File: config.mk
export PLATFORM = sky130hd
export DESIGN_NAME = rf_port_arbiter
export DESIGN_NICKNAME = d
export VERILOG_FILES = /design/src/rtl/rf_port_arbiter.sv
export SDC_FILE = /design/constraint.sdc
export NUM_CORES = 1
export LEC_CHECK = 0
export CORE_UTILIZATION = 41
export CTS_CLUSTER_DIAMETER = 120
export CTS_CLUSTER_SIZE = 8
export DETAILED_ROUTE_END_ITERATION = 8
export PLACE_DENSITY = 0.95
export SLEW_MARGIN = 15
export SYNTH_ARGS = -nofsm -noshare
export SYNTH_HDL_FRONTEND = slang
export SYNTH_SLANG_ARGS = --single-unit
export TNS_END_PERCENT = 30
File: constraint.sdc
create_clock -name clk -period 4.35 [get_ports clk]
set_clock_uncertainty 0.1 [all_clocks]
set_input_delay 1.0875 -clock clk [delete_from_list [all_inputs] [get_ports clk]]
set_output_delay 1.0875 -clock clk [all_outputs]
set_load 0.005 [all_outputs]
File: src/rtl/rf_port_arbiter.sv
// rf_port_arbiter: clears the register file after reset, then shares its write port and
// read port 2 between CPU writeback and a debug requester, with a starvation limit.
module rf_port_arbiter #(
  parameter int WORD_SIZE    = 16,
  parameter int NUM_REG      = 4,
  parameter int AW           = 2,
  parameter int STARVE_LIMIT = 4
) (
  input  logic                 clk,
  input  logic                 reset_n,
  input  logic                 cpu_we,
  input  logic [AW-1:0]        cpu_waddr,
  input  logic [WORD_SIZE-1:0] cpu_wdata,
  input  logic [AW-1:0]        cpu_raddr2,
  output logic                 cpu_stall,
  input  logic                 dbg_req,
  input  logic                 dbg_wr,
  input  logic [AW-1:0]        dbg_addr,
  input  logic [WORD_SIZE-1:0] dbg_wdata,
  output logic                 dbg_ack,
  output logic [WORD_SIZE-1:0] dbg_rdata,
  output logic                 rf_write,
  output logic [AW-1:0]        rf_addr3,
  output logic [WORD_SIZE-1:0] rf_data3,
  output logic [AW-1:0]        rf_addr2,
  input  logic [WORD_SIZE-1:0] rf_data2
);
  localparam int CW = $clog2(STARVE_LIMIT + 1);
  typedef enum logic [1:0] {INIT, RUN, DBG} state_t;
  state_t state, state_n;
  logic [AW-1:0] clr_idx;
  logic [CW-1:0] wait_cnt, wait_n;
  logic served, pend, starved;
  always_comb begin
    state_n  = state;
    wait_n   = wait_cnt;
    served   = 1'b0;
    rf_write = 1'b0;
    rf_addr3 = '0;
    rf_data3 = '0;
    rf_addr2 = state == DBG ? dbg_addr : cpu_raddr2;
    // the ack cycle masks the still-held request so it is not served twice
    pend     = dbg_req && !dbg_ack;
    starved  = wait_cnt == CW'(STARVE_LIMIT - 1);
    case (state)
      INIT: begin
        rf_write = 1'b1;
        rf_addr3 = clr_idx;
        state_n  = clr_idx == AW'(NUM_REG - 1) ? RUN : INIT;
      end
      RUN: begin
        if (cpu_we) begin
          rf_write = 1'b1;
          rf_addr3 = cpu_waddr;
          rf_data3 = cpu_wdata;
        end else if (pend && dbg_wr) begin
          rf_write = 1'b1;
          rf_addr3 = dbg_addr;
          rf_data3 = dbg_wdata;
          served   = 1'b1;
          wait_n   = '0;
        end
        if (pend && (!dbg_wr || (cpu_we && starved))) state_n = DBG;
        else if (pend && cpu_we) wait_n = wait_cnt + 1'b1;
      end
      DBG: begin
        rf_write = dbg_wr;
        rf_addr3 = dbg_wr ? dbg_addr : '0;
        rf_data3 = dbg_wr ? dbg_wdata : '0;
        served   = 1'b1;
        wait_n   = '0;
        state_n  = RUN;
      end
      default: state_n = INIT;
    endcase
  end
  always_ff @(posedge clk or negedge reset_n) begin
    if (!reset_n) begin
      state     <= INIT;
      clr_idx   <= '0;
      wait_cnt  <= '0;
      cpu_stall <= 1'b1;
      dbg_ack   <= 1'b0;
      dbg_rdata <= '0;
    end else begin
      state     <= state_n;
      clr_idx   <= state == INIT ? clr_idx + 1'b1 : '0;
      wait_cnt  <= wait_n;
      cpu_stall <= state_n != RUN;
      dbg_ack   <= served;
      if (state == DBG && !dbg_wr) dbg_rdata <= rf_data2;
    end
  end
endmodule
==> results of run 1 <==
[power by group through the flow]
stage / clock [mW] / sequential, mW / combinational, mW
after floorplan: 0 / 0.399 / 0.302
after CTS: 0.145 / 0.406 / 0.619
after global routing: 0.155 / 0.415 / 0.667
after detailed placement: 0 / 0.400 / 0.617
after global placement: 0 / 0.401 / 0.598
final: 0.141 / 0.404 / 0.610
[state kept, by name, indices dropped and copies added (netlist names)]
register / flops
wait_cnt: 3
cpu_stall: 1
state: 2
clr_idx: 2
dbg_ack: 1
dbg_rdata: 16
[area by class of cell]
type	count	area (µm²)
clock buffer	3	41.3
clock inverter	1	7.51
fill	315	1290
inverter	9	33.8
multi-input combinational	111	932
sequential	25	627
tap	50	62.6
timing repair buffer	100	1000
[kinds of logic (layout without fill, tap and decap cells)]
group                      after synthesis  after routing  share of synthesized area (%)
muxes                                   18             18                           14.0
AOI/OAI and AO/OA                       53             53                           24.7
adders and majority gates                7              7                           5.12
buffers and inverters                   21            113                           8.92
and+or+nand+nor                         33             33                           10.6
DFF                                     25             25                           36.6
[through the flow]
step | power (mW) | std cells | util (%) | setup WS, ns | hold WS (ns)
floorplan | 0.702 | 157 | - | 1.33 | 0.332
global route | 1.24 | 299 | 67.6 | 0.0700 | 0.400
CTS | 1.17 | 299 | 67.8 | 0.191 | 0.385
finish | 1.15 | 299 | 67.6 | 0.194 | 0.382
global placement | 0.999 | 295 | 66.5 | 0.268 | 0.353
detailed placement | 1.02 | 295 | 66.5 | 0.193 | 0.371
[synth_stat cells]
library cell / instances / area, µm²
a21boi_0: 1 / 7.51
a21oi_1: 15 / 75.1
a21oi_2: 8 / 70.1
a22oi_1: 3 / 22.5
a31oi_1: 1 / 6.26
a32o_1: 2 / 20.0
and2_1: 1 / 6.26
and2_2: 1 / 7.51
and3b_1: 1 / 8.76
and4bb_1: 1 / 12.5
buf_12: 1 / 20.0
buf_2: 2 / 10.0
buf_4: 3 / 22.5
buf_6: 4 / 45.0
clkbuf_4: 1 / 7.51
clkbuf_8: 1 / 13.8
clkinv_1: 1 / 3.75
dfrtp_1: 24 / 601
dfstp_2: 1 / 26.3
ha_1: 7 / 87.6
inv_1: 8 / 30.0
mux2_2: 8 / 90.1
mux2_4: 10 / 150
nand2_1: 19 / 71.3
nand3_1: 1 / 5.00
nand3b_1: 1 / 7.51
nor2_1: 1 / 3.75
nor2b_1: 1 / 6.26
nor2b_4: 1 / 13.8
nor3_1: 1 / 5.00
nor3b_1: 1 / 7.51
nor4_2: 1 / 12.5
o211ai_1: 8 / 60.1
o211ai_2: 10 / 125
o21ai_0: 2 / 10.0
o221ai_1: 1 / 8.76
o311ai_0: 1 / 8.76
o31a_1: 1 / 8.76
or2b_1: 1 / 7.51
or3_1: 1 / 6.26
[per-layer routing]
metal / wire length, µm / track usage (%)
met1: 1840 / 24.1
met2: 2040 / 36.5
met4: 50 / 6.91
met5: 0 / 0
met3: 575 / 6.85
[worst paths after layout]
path,startpoint,to,depth (start not counted)
worst max-delay path,cpu_we,rf_data3[12],6
worst min-delay path,clr_idx[0],clr_idx[0],1
worst max register to register,state[0],dbg_rdata[15],5
worst min register to register,clr_idx[0],clr_idx[0],1
max in group asynchronous,reset_n,cpu_stall,1
min in group asynchronous,reset_n,dbg_rdata[3],1
==> flow_summary.yaml, run 1 <==
flow_run:
  cap_violations: 0
grt:
  overflow: 0
  grt_pass1_wl_um: 7160
  antenna_found_initial: 0
  grt_pass1_vias: 1524
  grt.total_usage_pct: 21.0
  grt_max_degree: 26
route:
  drt_wl_total_um: 4510
  drt_iter0_markers: 40
  final_antenna_net_count: 0
  vias: 1576
  first_pass_iters: 4
  routedWlPerCell_um: 15.1
  avgViaCountPerCell: 5.27
  drc: 0
pwr:
  pwr-share-clk_pct: 12.2
  power_density_nw_per_um2: 427
  power.switching_uw: 369
  sw_frac_of_total_pct: 32.0
  combPwrFrac_pct: 52.8
  p_int_uw: 786
  p_leak_nw: 1.03
  vdd_drop_max_uv: 315
  seqPwrFrac_pct: 35.0
worst_setup_path:
  slowest_stage: "clkdlybuf4s50_1"
  worst_setup_path_start_kind: "input pin"
  cpMostUsedCell: "clkdlybuf4s50_1"
  arrival_ns: 2.97
  cpLargestDelayFamily: "buffers and inverters"
  end_kind: "output pin"
  worst-path-buf-inv: 3
  cpPeakStageDelay_ns: 0.54
  critPathKind: "input pin to output pin"
  crit_fanout: 18
  crit_required_ns: 3.16
  crit_chain: "clkdlybuf4s50_1, and4bb_1, buf_12, o211ai_1, a21oi_1, clkdlybuf4s50_1"
  r2r_slack_ns: 1.58
yosys:
  avgSynthCellArea_um2: 10.9
  ys_ff_latch: 25
  syn_inst: 157
  netlist_area_um2: 1710
  syn_nets: 223
  yosysUniqueCellTypes: 40
  yosysWarnings: 0
  seq_area_frac_synth_pct: 36.6
clocking:
  post_cts_resized: 0
  clk_path_buf_depth: 2
  cts_buffers: 3
  insertion_delay_ns: 0.27
  cts_setup_buffers: 0
  root_buffer: "clkbuf_8"
  path_clk_slew_ns: 0.09
  cts_tree: "yes"
  cts_hold_buffers: 0
  h-tree-depth: 1
  cts.sinks: 25
placed_design:
  dp_hpwl_um: 3340
  place_congestion: 0.801
  placed_cell_area_um2: 2660
  port_buffers: 97
floorplanning:
  rows: 23
  die_w_um: 66.6
  initial_utilization_pct: 42.8
  ios: 98
  fp.coreArea_um2: 4000
  die_h_um: 66.6
  die_area_um2: 4440
cells_and_area:
  nNetsFinal: 316
  drive_above_1_share_pct: 19.3
  insertedDiodeCount: 0
  fin_area_um2: 2710
  area_delta_synth_final_pct: 58.0
  layout_commonest_cell: "clkdlybuf4s50_1"
  layout_common_cells: "clkdlybuf4s50_1, dfrtp_1, nand2_1, a21oi_1"
worst_hold_path:
  hp-class: "flip-flop to flip-flop"
timing:
  fmax_mhz: 241
  rsz0062_at_grt: "false"
  finalMaxSlewViolations: 0
  setup-violations-final: 0
  hold_viol: 0
  post-route-period-util_pct: 95.5
  period_needed_ns: 4.16
  setup-tns-final_ns: 0
  relSlewSlack_pct: 32.4
  worst_pin_slew_ns: 1.01
status:
  status: "finished clean"
Note: power is estimated with default switching activity, not from simulation.
==> inputs of run 2 (changes only) <==
--- a/config.mk
+++ b/config.mk
@@ -9,6 +9,7 @@
 export CTS_CLUSTER_DIAMETER = 120
 export CTS_CLUSTER_SIZE = 8
 export DETAILED_ROUTE_END_ITERATION = 8
+export HOLD_SLACK_MARGIN = 0.05
 export PLACE_DENSITY = 0.95
 export SLEW_MARGIN = 15
 export SYNTH_ARGS = -nofsm -noshare
==> results of run 2 <==
The final DEF is identical to that of run 1; final timing and power are the same.
